==> src/rtl/findmax_controller.sv <==
// findmax_controller: streams N memory reads from a start address and tracks the unsigned maximum
// Ports:
//   clk, reset      - rising-edge clock, asynchronous active-low reset
//   start, abort    - command strobe (IDLE only) and synchronous cancel (abort wins)
//   startAddr, N    - scan base address and element count, captured on an accepted start
//   douta           - memory read data, valid RD_LAT cycles after mem_en
//   mem_en, addr    - memory read port, one address per cycle while issuing
//   busy, done      - busy while issuing/draining, done is a one-cycle completion pulse
//   max, max_addr   - running maximum and the address of its first occurrence
//   count           - number of samples compared so far
module findmax_controller #(
  parameter int ADDR_W = 8,
  parameter int DATA_W = 16,
  parameter int CNT_W  = 8,
  parameter int RD_LAT = 1
) (
  input  logic              clk,
  input  logic              reset,
  input  logic              start,
  input  logic              abort,
  input  logic [ADDR_W-1:0] startAddr,
  input  logic [CNT_W-1:0]  N,
  input  logic [DATA_W-1:0] douta,
  output logic              mem_en,
  output logic [ADDR_W-1:0] addr,
  output logic              busy,
  output logic              done,
  output logic [DATA_W-1:0] max,
  output logic [ADDR_W-1:0] max_addr,
  output logic [CNT_W-1:0]  count
);
  typedef enum logic [1:0] {IDLE, ISSUE, DRAIN, DONE} state_e;
  state_e state_q, state_d;
  logic [ADDR_W-1:0] base_q;
  logic [CNT_W-1:0]  n_q, iss_q, cnt_q, cnt_d;
  logic [DATA_W-1:0] max_q;
  logic [ADDR_W-1:0] maxa_q;
  logic [RD_LAT-1:0] vld_q;
  logic [ADDR_W-1:0] va_q [RD_LAT];
  logic              accept, last_iss, smp;
  assign accept   = state_q == IDLE && start && !abort;
  assign last_iss = iss_q == n_q - CNT_W'(1);
  // a sample arriving in the abort cycle belongs to the flushed pipeline and is discarded
  assign smp      = vld_q[RD_LAT-1] && !abort;
  assign cnt_d    = cnt_q + CNT_W'(smp);
  always_ff @(posedge clk or negedge reset)
    if (!reset) state_q <= IDLE;
    else state_q <= state_d;
  // DRAIN looks at the post-increment count so done follows the last sample by one cycle
  always_comb
    state_d = abort              ? IDLE :
              state_q == IDLE    ? (start ? (N == '0 ? DONE : ISSUE) : IDLE) :
              state_q == ISSUE   ? (last_iss ? DRAIN : ISSUE) :
              state_q == DRAIN   ? (cnt_d == n_q ? DONE : DRAIN) : IDLE;
  always_comb begin
    mem_en = state_q == ISSUE;
    busy   = state_q == ISSUE || state_q == DRAIN;
    done   = state_q == DONE;
    addr   = base_q + ADDR_W'(iss_q);
  end
  // the read-valid pipeline carries each issued address so the compare knows where douta came from
  always_ff @(posedge clk or negedge reset)
    if (!reset) begin
      base_q <= '0;
      n_q    <= '0;
      iss_q  <= '0;
      cnt_q  <= '0;
      max_q  <= '0;
      maxa_q <= '0;
      vld_q  <= '0;
      for (int i = 0; i < RD_LAT; i++) va_q[i] <= '0;
    end else begin
      iss_q    <= accept ? '0 : mem_en ? iss_q + CNT_W'(1) : iss_q;
      vld_q[0] <= mem_en && !abort;
      va_q[0]  <= addr;
      for (int i = 1; i < RD_LAT; i++) begin
        vld_q[i] <= vld_q[i-1] && !abort;
        va_q[i]  <= va_q[i-1];
      end
      if (accept) begin
        base_q <= startAddr;
        n_q    <= N;
        cnt_q  <= '0;
        max_q  <= '0;
        maxa_q <= '0;
      end else if (smp) begin
        cnt_q <= cnt_d;
        if (cnt_q == '0 || douta > max_q) begin
          max_q  <= douta;
          maxa_q <= va_q[RD_LAT-1];
        end
      end
    end
  assign max      = max_q;
  assign max_addr = maxa_q;
  assign count    = cnt_q;
endmodule
==> config.mk <==
export PLATFORM = sky130hd
export DESIGN_NAME = findmax_controller
export DESIGN_NICKNAME = d
export VERILOG_FILES = /design/src/rtl/findmax_controller.sv
export SDC_FILE = /design/constraint.sdc
export NUM_CORES = 1
export LEC_CHECK = 0
export BUFFER_PORTS_ARGS = -buffer_cell sky130_fd_sc_hd__buf_2
export CORE_MARGIN = 3
export CORE_UTILIZATION = 50
export CTS_BUF_LIST = sky130_fd_sc_hd__clkbuf_4
export CTS_CLUSTER_DIAMETER = 150
export DETAILED_ROUTE_END_ITERATION = 7
export PLACE_DENSITY = 0.77
export SYNTH_ARGS = -nofsm -noshare
export SYNTH_HDL_FRONTEND = slang
export SYNTH_SLANG_ARGS = --single-unit
==> constraint.sdc <==
create_clock -name clk -period 2.1 [get_ports clk]
set_input_delay 0.315 -clock clk [delete_from_list [all_inputs] [get_ports clk]]
set_output_delay 0.315 -clock clk [all_outputs]
set_load 0.005 [all_outputs]
==> flow_metrics.py, run 1 <==
metrics = {
    "run_status": {
        "run_status": "complete, but fails checks",
        "violations": "negative setup slack",
    },
    "drt": {
        "ant_nets": 0,
        "wl_um": 11110,
        "drc_errors": 0,
        "dr_total_vias": 3423,
        "post_drt_via_cell_ratio": 5.512,
        "dr.pass1.iters": 4,
        "drt_iter0_markers": 159,
        "wl_per_cell_um": 17.90,
    },
    "synth": {
        "synth.most_common_cell": "dfrtp_1",
        "synthSimpleGateAreaFrac_pct": 13.32,
        "synth_nets": 433,
        "synth_ff_type": "dfrtp_1",
        "synth_adder_area_share_pct": 10.54,
        "synth-edff-count": 0,
        "synth_top_area_share_pct": 43.32,
        "synth.mux.area_fraction_pct": 4.300,
        "ys_warn_count": 0,
        "synth.cell_area_um2": 3870,
        "synth.largest_area_cell": "dfrtp_1",
        "synth_async_sr_flop_share_pct": 100.0,
        "synth-seq-cells": 67,
        "synth_common_cells": "dfrtp_1 (67), ha_1 (31), inv_1 (25)",
        "synth_compound_area_share_pct": 15.78,
        "synth_top_family_by_area": "compound AO/OA/AOI/OAI gates",
        "syn_inst": 365,
        "ys_types": 56,
        "syn_area_per_cell_um2": 10.60,
        "netlist_top_cells_area": "dfrtp_1 (43%), ha_1 (10%), a22o_1 (5.0%), xnor2_1 (4.8%), mux2_2 (3.8%)",
        "synth-xor-area-share_pct": 7.662,
        "ys_seq_area_share_pct": 43.32,
    },
    "sta": {
        "max_freq_mhz": 380.0,
        "drv_slew": 0,
        "finalSetupTns_ns": -7.382,
        "worst_slew_pin_slew_ns": 0.3870,
        "rsz0062_at_grt": "true",
        "slew_headroom_pct": 73.53,
        "fin_ws_ns": -0.5315,
        "setup_viol": 31,
        "period_needed_ns": 2.631,
        "fin_skew_ns": 0.02279,
        "finalHoldViolations": 0,
        "period_share_pct": 125.3,
    },
    "worst_setup_path": {
        "crit_type": "register to output pin",
        "crit_chain": "ha_2 -> buf_6 -> a21o_1 -> a21oi_2 -> o21ai_2 -> o41ai_2 -> xnor2_1 -> buf_2",
        "rr_startpoint": "base_q[0]",
        "critical_path.slowest_cell": "dfrtp_1",
        "r2r_slack_ns": -0.32,
        "critical_path_buf_inv_count": 2,
        "critPathRequiredTime_ns": 1.78,
        "reg2reg_to": "va_q[5]",
        "startpoint": "base_q[0]",
        "critPathMaxStageDelay_ns": 0.43,
        "rr_worst_depth": 14,
        "crit_cells": 8,
        "critPathTopFamily": "compound AO/OA/AOI/OAI gates",
        "crit_arrival_ns": 2.32,
        "crit_end": "addr[7]",
        "cp_max_fo": 2,
        "end_kind": "output pin",
        "startpoint_type": "register",
    },
    "pwr": {
        "peakVddDrop_mv": 0.4502,
        "total_leakage_power_nw": 2.633,
        "power.density_nw_per_um2": 723.5,
        "power.total_mw": 3.907,
    },
    "cells_and_area": {
        "layout-drive-gt1-share_pct": 44.83,
        "nNetsFinal": 586,
        "multi_input_area_um2": 2302,
        "syn_to_final_growth_pct": 39.54,
        "antenna_cells": 0,
        "fill_cells": 519,
        "area.sequential_um2": 1677,
    },
    "clock_tree": {
        "clk_pin_slew_ns": 0.11,
        "clock-root-buffer": "clkbuf_4",
        "cts_max_path_buffers": 2,
        "cts_tree": "yes",
        "cts.htree.levels": 3,
        "clock-sinks": 67,
        "clk_latency_ns": 0.41,
        "cts_buffers": 9,
    },
    "die": {
        "fp.dieW_um": 93.98,
        "start_util_pct": 52.51,
        "coreArea_um2": 7370,
        "fp.dieH_um": 93.98,
        "placement_rows": 31,
        "die_area_um2": 8831,
        "io_pins": 79,
    },
    "global_route": {
        "grt_pass1_vias": 3441,
        "grt_max_degree": 68,
        "use_met1_pct": 28.69,
        "antenna_found_initial": 0,
        "gr-usage-met3_pct": 4.167,
        "grt_pass1_wl_um": 16350,
        "busiest_layer": "met2",
        "gr-total-overflow": 0,
        "grt_use_met2_pct": 42.81,
        "grt_usage_pct": 23.93,
    },
    "placement": {
        "routabilityCongestion": 0.8682,
        "dp_hpwl_um": 6863,
        "io_buffers": 78,
    },
    "worst_hold_path": {
        "hold_path_class": "input port to register",
    },
    "job": {
        "drv_cap": 0,
    },
}
[sequential cells by signal, indices dropped and copies added (netlist names)]
signal    flops
n_q           8
max_addr      8
max          16
vld_q         1
iss_q         8
base_q        8
va_q          8
count         8
state_q       2
[repair_timing]
action	CTS	global route
hold buffers	1	0
endpoints found under the hold margin	67	0
resized for setup	16	41
setup buffers	16	6
cloned	1	4
pin swaps	9	31
setup endpoints to repair	30	36
[per-layer routing]
metal,up-vias,routed length [µm]
met5,-,0
met4,0,220
met3,21,516
met2,112,5887
met1,1667,4490
li1,1623,-
[layout make-up]
class                      instances  area share (%)
clock inverter                     6           1.066
timing repair buffer             158           19.97
multi-input combinational        257           42.63
tap                               99           2.294
sequential                        67           31.05
inverter                          25           1.738
clock buffer                       9           1.251
[layout by cell type, fill, tap and decap left out, types with 3 or more instances in the layout]
cell type	n
ha_1	21
xnor2_1	20
clkinv_1	3
a21oi_1	8
nand3b_4	3
clkbuf_4	9
inv_1	19
nand2_1	20
mux2_2	13
and3_1	4
a21oi_2	8
nand4_1	4
nand3_1	6
xor2_1	10
a21o_1	3
dfrtp_1	67
inv_2	6
buf_6	6
buf_4	70
o21ai_0	15
nor4_1	5
o31ai_1	4
nand2b_1	3
nor2b_1	3
a22o_4	4
nor3_1	5
buf_2	77
ha_4	8
o211ai_1	3
nor2_1	20
a22o_1	22
[cells by family after synthesis]
kind of cell    count (synthesis)
compound gates                 85
xor+xnor                       33
fa+ha+maj                      32
buf+inv                        43
flops                          67
mux                            15
simple gates                   90
[stage by stage]
| stage | instance area (µm²) | cells | util (%) | hold slack [ns] | setup slack, ns |
|---|---|---|---|---|---|
| floorplan | 3871 | 365 | - | 0.01941 | 0.04293 |
| global placement | 4720 | 579 | 64.04 | 0.3600 | -0.1162 |
| detailed placement | 4720 | 579 | 64.04 | 0.3603 | -0.2000 |
| CTS | 5050 | 612 | 68.52 | 0.1023 | -0.4829 |
| global route | 5400 | 621 | 73.28 | 0.09569 | -0.6244 |
| finish | 5400 | 621 | 73.28 | 0.1294 | -0.5315 |
[report_power, final]
group	switching (mW)	total, mW	internal, mW
Sequential	0.150	1.63	1.48
Combinational	0.685	1.46	0.776
Clock	0.470	0.817	0.347
Total	1.31	3.91	2.60
[worst min-delay path by stage]
stage,from,end,cells after the start
2_1_floorplan,reset,base_q[0],0
3_3_place_gp,reset,max[2],2
3_5_place_dp,reset,max[2],2
4_1_cts,N[1],n_q[1],3
5_1_grt,startAddr[7],base_q[7],2
6_report,startAddr[2],base_q[2],2
Note: power is estimated with default switching activity, not from simulation.
==> inputs of run 2 (changes only) <==
- BUFFER_PORTS_ARGS: -buffer_cell sky130_fd_sc_hd__buf_2 -> default
- CORE_UTILIZATION: 50 -> 30
- DONT_BUFFER_PORTS: default -> 1
- PLACE_DENSITY: 0.77 -> default
==> flow_metrics.py, run 2 (synthesized netlist as in run 1, its figures left out) <==
metrics = {
    "run_status": {
        "run_status": "complete, but fails checks",
        "violations": "negative setup slack",
    },
    "worst_setup_path": {
        "crit_chain": "inv_1 -> ha_4 -> nand4_4 -> nor4_4 -> a21boi_4 -> nor4_4 -> clkbuf_16 -> nand3b_4 -> buf_6 -> buf_16 -> a22o_1",
        "crit_type": "register to register",
        "critPathRequiredTime_ns": 2.41,
        "crit_arrival_ns": 2.71,
        "rr_startpoint": "max[13]",
        "critPathMaxStageDelay_ns": 0.36,
        "rr_worst_depth": 11,
        "critical_path.slowest_cell": "dfrtp_1",
        "cpMostUsedCell": "nor4_4",
        "startpoint_type": "register",
        "r2r_slack_ns": -0.31,
        "cp_max_fo": 5,
        "end_kind": "register",
        "reg2reg_to": "max[8]",
    },
    "global_route": {
        "busiest_layer": "met2",
        "gr-usage-met3_pct": 6.032,
        "gr-total-overflow": 0,
        "grt_usage_pct": 15.21,
        "grt_use_met2_pct": 26.55,
        "grt_pass1_wl_um": 17330,
        "use_met1_pct": 17.07,
        "grt_pass1_vias": 3295,
        "grt_max_degree": 68,
        "antenna_found_initial": 0,
    },
    "cells_and_area": {
        "layout_common_cells": "buf_4 (68), dfrtp_1 (67), a22o_1 (22)",
        "post-route-util_pct": 43.11,
        "antenna_cells": 0,
        "layout_commonest_cell": "buf_4",
        "largest_reg_flops": 16,
        "syn_to_final_growth_pct": 37.15,
        "stdcell_area_um2": 5308,
        "nNetsFinal": 524,
        "layout-drive-gt1-share_pct": 36.23,
    },
    "sta": {
        "rsz0062_at_grt": "true",
        "finalHoldViolations": 0,
        "setup_viol": 30,
        "slew_headroom_pct": 71.60,
        "period_needed_ns": 2.406,
        "drv_slew": 0,
        "max_freq_mhz": 415.6,
        "fin_skew_ns": 0.03024,
        "fin_ws_ns": -0.3061,
        "period_share_pct": 114.6,
        "worst_slew_pin_slew_ns": 0.4221,
    },
    "drt": {
        "dr.pass1.iters": 4,
        "drc_errors": 0,
        "dr_total_vias": 3170,
        "wl_um": 11010,
        "post_drt_via_cell_ratio": 5.040,
        "ant_nets": 0,
        "wl_per_cell_um": 17.50,
        "drt_iter0_markers": 155,
    },
    "pwr": {
        "power.density_nw_per_um2": 690.8,
        "peakVddDrop_mv": 0.2523,
        "total_leakage_power_nw": 2.382,
    },
    "die": {
        "fp.dieW_um": 119.6,
        "coreArea_um2": 12310,
        "start_util_pct": 31.43,
        "die_area_um2": 14300,
        "io_pins": 79,
        "placement_rows": 40,
        "fp.dieH_um": 119.6,
    },
    "job": {
        "drv_cap": 0,
    },
    "placement": {
        "post-place-ws_ns": -0.5726,
        "place_area_um2": 4380,
        "io_buffers": 0,
        "dp_hpwl_um": 7146,
        "routabilityCongestion": 0.7887,
    },
    "clock_tree": {
        "cts_buffers": 9,
        "clk_latency_ns": 0.43,
        "clock-sinks": 67,
        "clk_pin_slew_ns": 0.12,
        "cts.htree.levels": 3,
        "cts_tree": "yes",
        "cts_max_path_buffers": 2,
        "clock-root-buffer": "clkbuf_4",
    },
    "worst_hold_path": {
        "worstHoldPathCells": 1,
        "hold_path_class": "input port to register",
        "hp-start": "douta[11]",
        "hold_end": "max[11]",
    },
}
run 2: changes by cell type in the layout (fill, tap and decap cells not counted), sizes merged:
cell | previous run | this run
buf | 155 | 79
dlygate4sd3 | 1 | 17
nand3b | 5 | 3
bufinv | 1 | 0
clkinvlp | 1 | 2
nor3b | 1 | 2
run 2: worst max-delay path by stage:
| stage | startpoint | to | cells past startpoint |
|---|---|---|---|
| after floorplan | max[14] | max[0] | 9 |
| after global placement | max[14] | max_addr[1] | 8 |
| after detailed placement | max[14] | max[14] | 8 |
| after CTS | iss_q[1] | addr[7] | 6 |
| after global routing | max[15] | max[8] | 12 |
| final | max[13] | max[8] | 11 |
run 2: repair_timing:
action	in CTS	in global routing
setup endpoints to repair	30	32
buffers inserted	24	3
gates cloned	4	0
pin swaps	19	13
hold endpoints to repair	74	9
gates resized for setup	41	27
hold buffers	9	9
run 2: worst max-delay path: cells and delay by family, from the launching register on:
| family | cells | cell delay, ns |
|---|---|---|
| AO/OA/AOI/OAI | 2 | 0.44 |
| flip-flops | 1 | 0.36 |
| adder cells (fa/ha/maj) | 1 | 0.28 |
| AND/OR/NAND/NOR | 4 | 0.69 |
| buffers and inverters | 4 | 0.52 |
run 2: cell type report:
type	instances	area (µm²)
clock buffer	10	75.07
clock inverter	6	42.54
fill	1162	7004
inverter	25	93.84
multi-input combinational	256	2322
sequential	67	1677
tap	168	210.2
timing repair buffer	97	887.1
run 2: power breakdown:
group          total, mW  switching, mW  internal (mW)
Sequential          1.63          0.148           1.48
Combinational       1.27          0.607          0.668
Clock              0.766          0.510          0.256
Total               3.67           1.26           2.40
run 2: through the flow:
step / setup TNS, ns / power, mW / std cells / hold WS (ns)
after floorplan: 0 / 2.264 / 365 / 0.01941
after global placement: -11.34 / 2.561 / 567 / 0.02104
after detailed placement: -13.22 / 2.594 / 567 / 0.02111
after CTS: -5.957 / 3.654 / 620 / 0.002144
after global routing: -10.21 / 3.924 / 629 / 0.001948
final: -7.175 / 3.666 / 629 / 0.03789
run 2: layer usage:
layer  wire length, µm  vias to the layer above
li1                  -                     1491
met1              4237                     1577
met2              5721                       87
met3               853                       15
met4               194                        0
met5                 0                        -
==> inputs of run 3 (changes only) <==
- SETUP_SLACK_MARGIN: default -> 0.15
==> flow_metrics.py, run 3 (synthesized netlist as in run 1, its figures left out) <==
metrics = {
    "run_status": {
        "run_status": "complete, but fails checks",
        "violations": "negative setup slack",
    },
    "cells_and_area": {
        "layout_commonest_cell": "dfrtp_1",
        "largest_reg_flops": 16,
        "multi_input_area_um2": 2562,
        "post-route-util_pct": 45.13,
        "fill_cells": 1168,
        "nNetsFinal": 529,
        "layout-drive-gt1-share_pct": 38.20,
        "area.sequential_um2": 1679,
        "layout_common_cells": "dfrtp_1 (65), buf_4 (61), dlygate4sd3_1 (28)",
        "antenna_cells": 0,
        "syn_to_final_growth_pct": 43.58,
        "final_cells": 634,
    },
    "sta": {
        "period_needed_ns": 2.416,
        "fin_ws_ns": -0.3163,
        "setup_viol": 27,
        "finalHoldViolations": 0,
        "fin_skew_ns": 0.02579,
        "rsz0062_at_grt": "true",
        "slew_headroom_pct": 68.94,
        "max_freq_mhz": 413.9,
        "drv_slew": 0,
        "period_share_pct": 115.1,
        "worst_slew_pin_slew_ns": 0.4659,
    },
    "die": {
        "fp.dieH_um": 119.6,
        "coreArea_um2": 12310,
        "die_area_um2": 14300,
        "io_pins": 79,
        "fp.dieW_um": 119.6,
        "start_util_pct": 31.43,
        "placement_rows": 40,
    },
    "worst_hold_path": {
        "hold_path_class": "input port to register",
        "hold_end": "max[3]",
        "hp-start": "douta[3]",
        "worstHoldPathCells": 1,
    },
    "worst_setup_path": {
        "rr_worst_depth": 10,
        "startpoint_type": "register",
        "r2r_slack_ns": -0.11,
        "rr_startpoint": "max[4]",
        "crit_arrival_ns": 2.10,
        "critPathRequiredTime_ns": 1.78,
        "cp_max_fo": 2,
        "end_kind": "output pin",
        "reg2reg_to": "max[14]",
        "crit_type": "register to output pin",
    },
    "clock_tree": {
        "cts.htree.levels": 3,
        "clock-root-buffer": "clkbuf_4",
        "clock-sinks": 67,
        "cts_buffers": 9,
        "clk_pin_slew_ns": 0.13,
        "cts_tree": "yes",
        "cts_max_path_buffers": 2,
        "clk_latency_ns": 0.44,
    },
    "placement": {
        "routabilityCongestion": 0.7632,
        "io_buffers": 0,
        "dp_hpwl_um": 7180,
        "dp.cells": 559,
    },
    "global_route": {
        "antenna_found_initial": 0,
        "grt_usage_pct": 15.19,
        "grt_pass1_vias": 3273,
        "grt_pass1_wl_um": 17350,
        "gr-total-overflow": 0,
        "grt_max_degree": 68,
    },
    "drt": {
        "drt_iter0_markers": 144,
        "wl_um": 11060,
        "drc_errors": 0,
        "dr.pass1.iters": 6,
        "wl_per_cell_um": 17.44,
        "ant_nets": 0,
        "dr_total_vias": 3142,
        "post_drt_via_cell_ratio": 4.956,
    },
    "pwr": {
        "total_leakage_power_nw": 2.379,
        "power.total_mw": 3.873,
        "seq_power_share_pct": 42.5,
        "peakVddDrop_mv": 0.2954,
        "switchingPower_mw": 1.335,
        "power_frac_clock_pct": 23.5,
        "p_int_mw": 2.538,
        "power.density_nw_per_um2": 697.0,
        "switching_share_pct": 34.46,
        "comb_power_share_pct": 34.1,
    },
    "job": {
        "drv_cap": 0,
    },
}
==> run 3: final cells by class <==
cell class | count | share of cell area [%]
sequential | 67 | 30.22
tap | 168 | 3.783
timing repair buffer | 99 | 15.60
clock buffer | 9 | 1.216
clock inverter | 7 | 1.374
inverter | 25 | 1.689
multi-input combinational | 259 | 46.12
==> run 3: power groups by stage <==
stage | logic [mW] | clock network [mW] | registers [mW]
finish | 1.32 | 0.909 | 1.65
global placement | 0.910 | 0 | 1.65
global route | 1.45 | 1.00 | 1.67
floorplan | 0.684 | 0 | 1.61
detailed placement | 0.943 | 0 | 1.65
CTS | 1.19 | 0.943 | 1.64
==> run 3: worst max-delay path, stage by stage (launching register included) <==
cell     delay [ns]
dfrtp_1        0.42
ha_2           0.19
buf_4          0.13
a21o_1         0.20
a21oi_4        0.17
o21ai_4        0.09
o41ai_4        0.28
xnor2_2        0.19
==> run 3: repair_timing <==
action,CTS,global route
hold buffers,22,7
endpoints found under the setup margin,32,37
gates resized for setup,41,40
pin swaps,20,17
gates cloned,3,1
hold endpoints to repair,87,7
buffers inserted,15,11
==> run 3: worst max path at each step <==
stage	slack, ns	cells after the start	to	from
final	-0.32	7	addr[7]	iss_q[0]
after global routing	-0.46	9	addr[6]	iss_q[0]
after CTS	-0.28	9	addr[6]	iss_q[0]
after detailed placement	-0.51	8	max[14]	max[8]
after global placement	-0.40	8	max_addr[1]	max[8]
after floorplan	0.11	9	max[0]	max[10]
==> run 3: through the flow <==
stage / setup slack, ns / cell area, µm² / hold slack [ns] / TNS, ns
2_1_floorplan: 0.1090 / 3961 / 0.01941 / 0
3_3_place_gp: -0.3995 / 4398 / 0.02115 / -9.376
3_5_place_dp: -0.5101 / 4398 / 0.02107 / -11.90
4_1_cts: -0.2781 / 5167 / 0.0008400 / -2.027
5_1_grt: -0.4601 / 5557 / 0.002943 / -4.890
6_report: -0.3163 / 5557 / 0.03541 / -2.133
==> run 3: routing by layer <==
metal	track usage [%]	up-vias	share of wire (%)
li1	-	1515	-
met1	18.02	1538	42
met2	25.99	77	50
met3	5.985	12	7.0
met4	3.436	0	1.1
met5	0	-	0
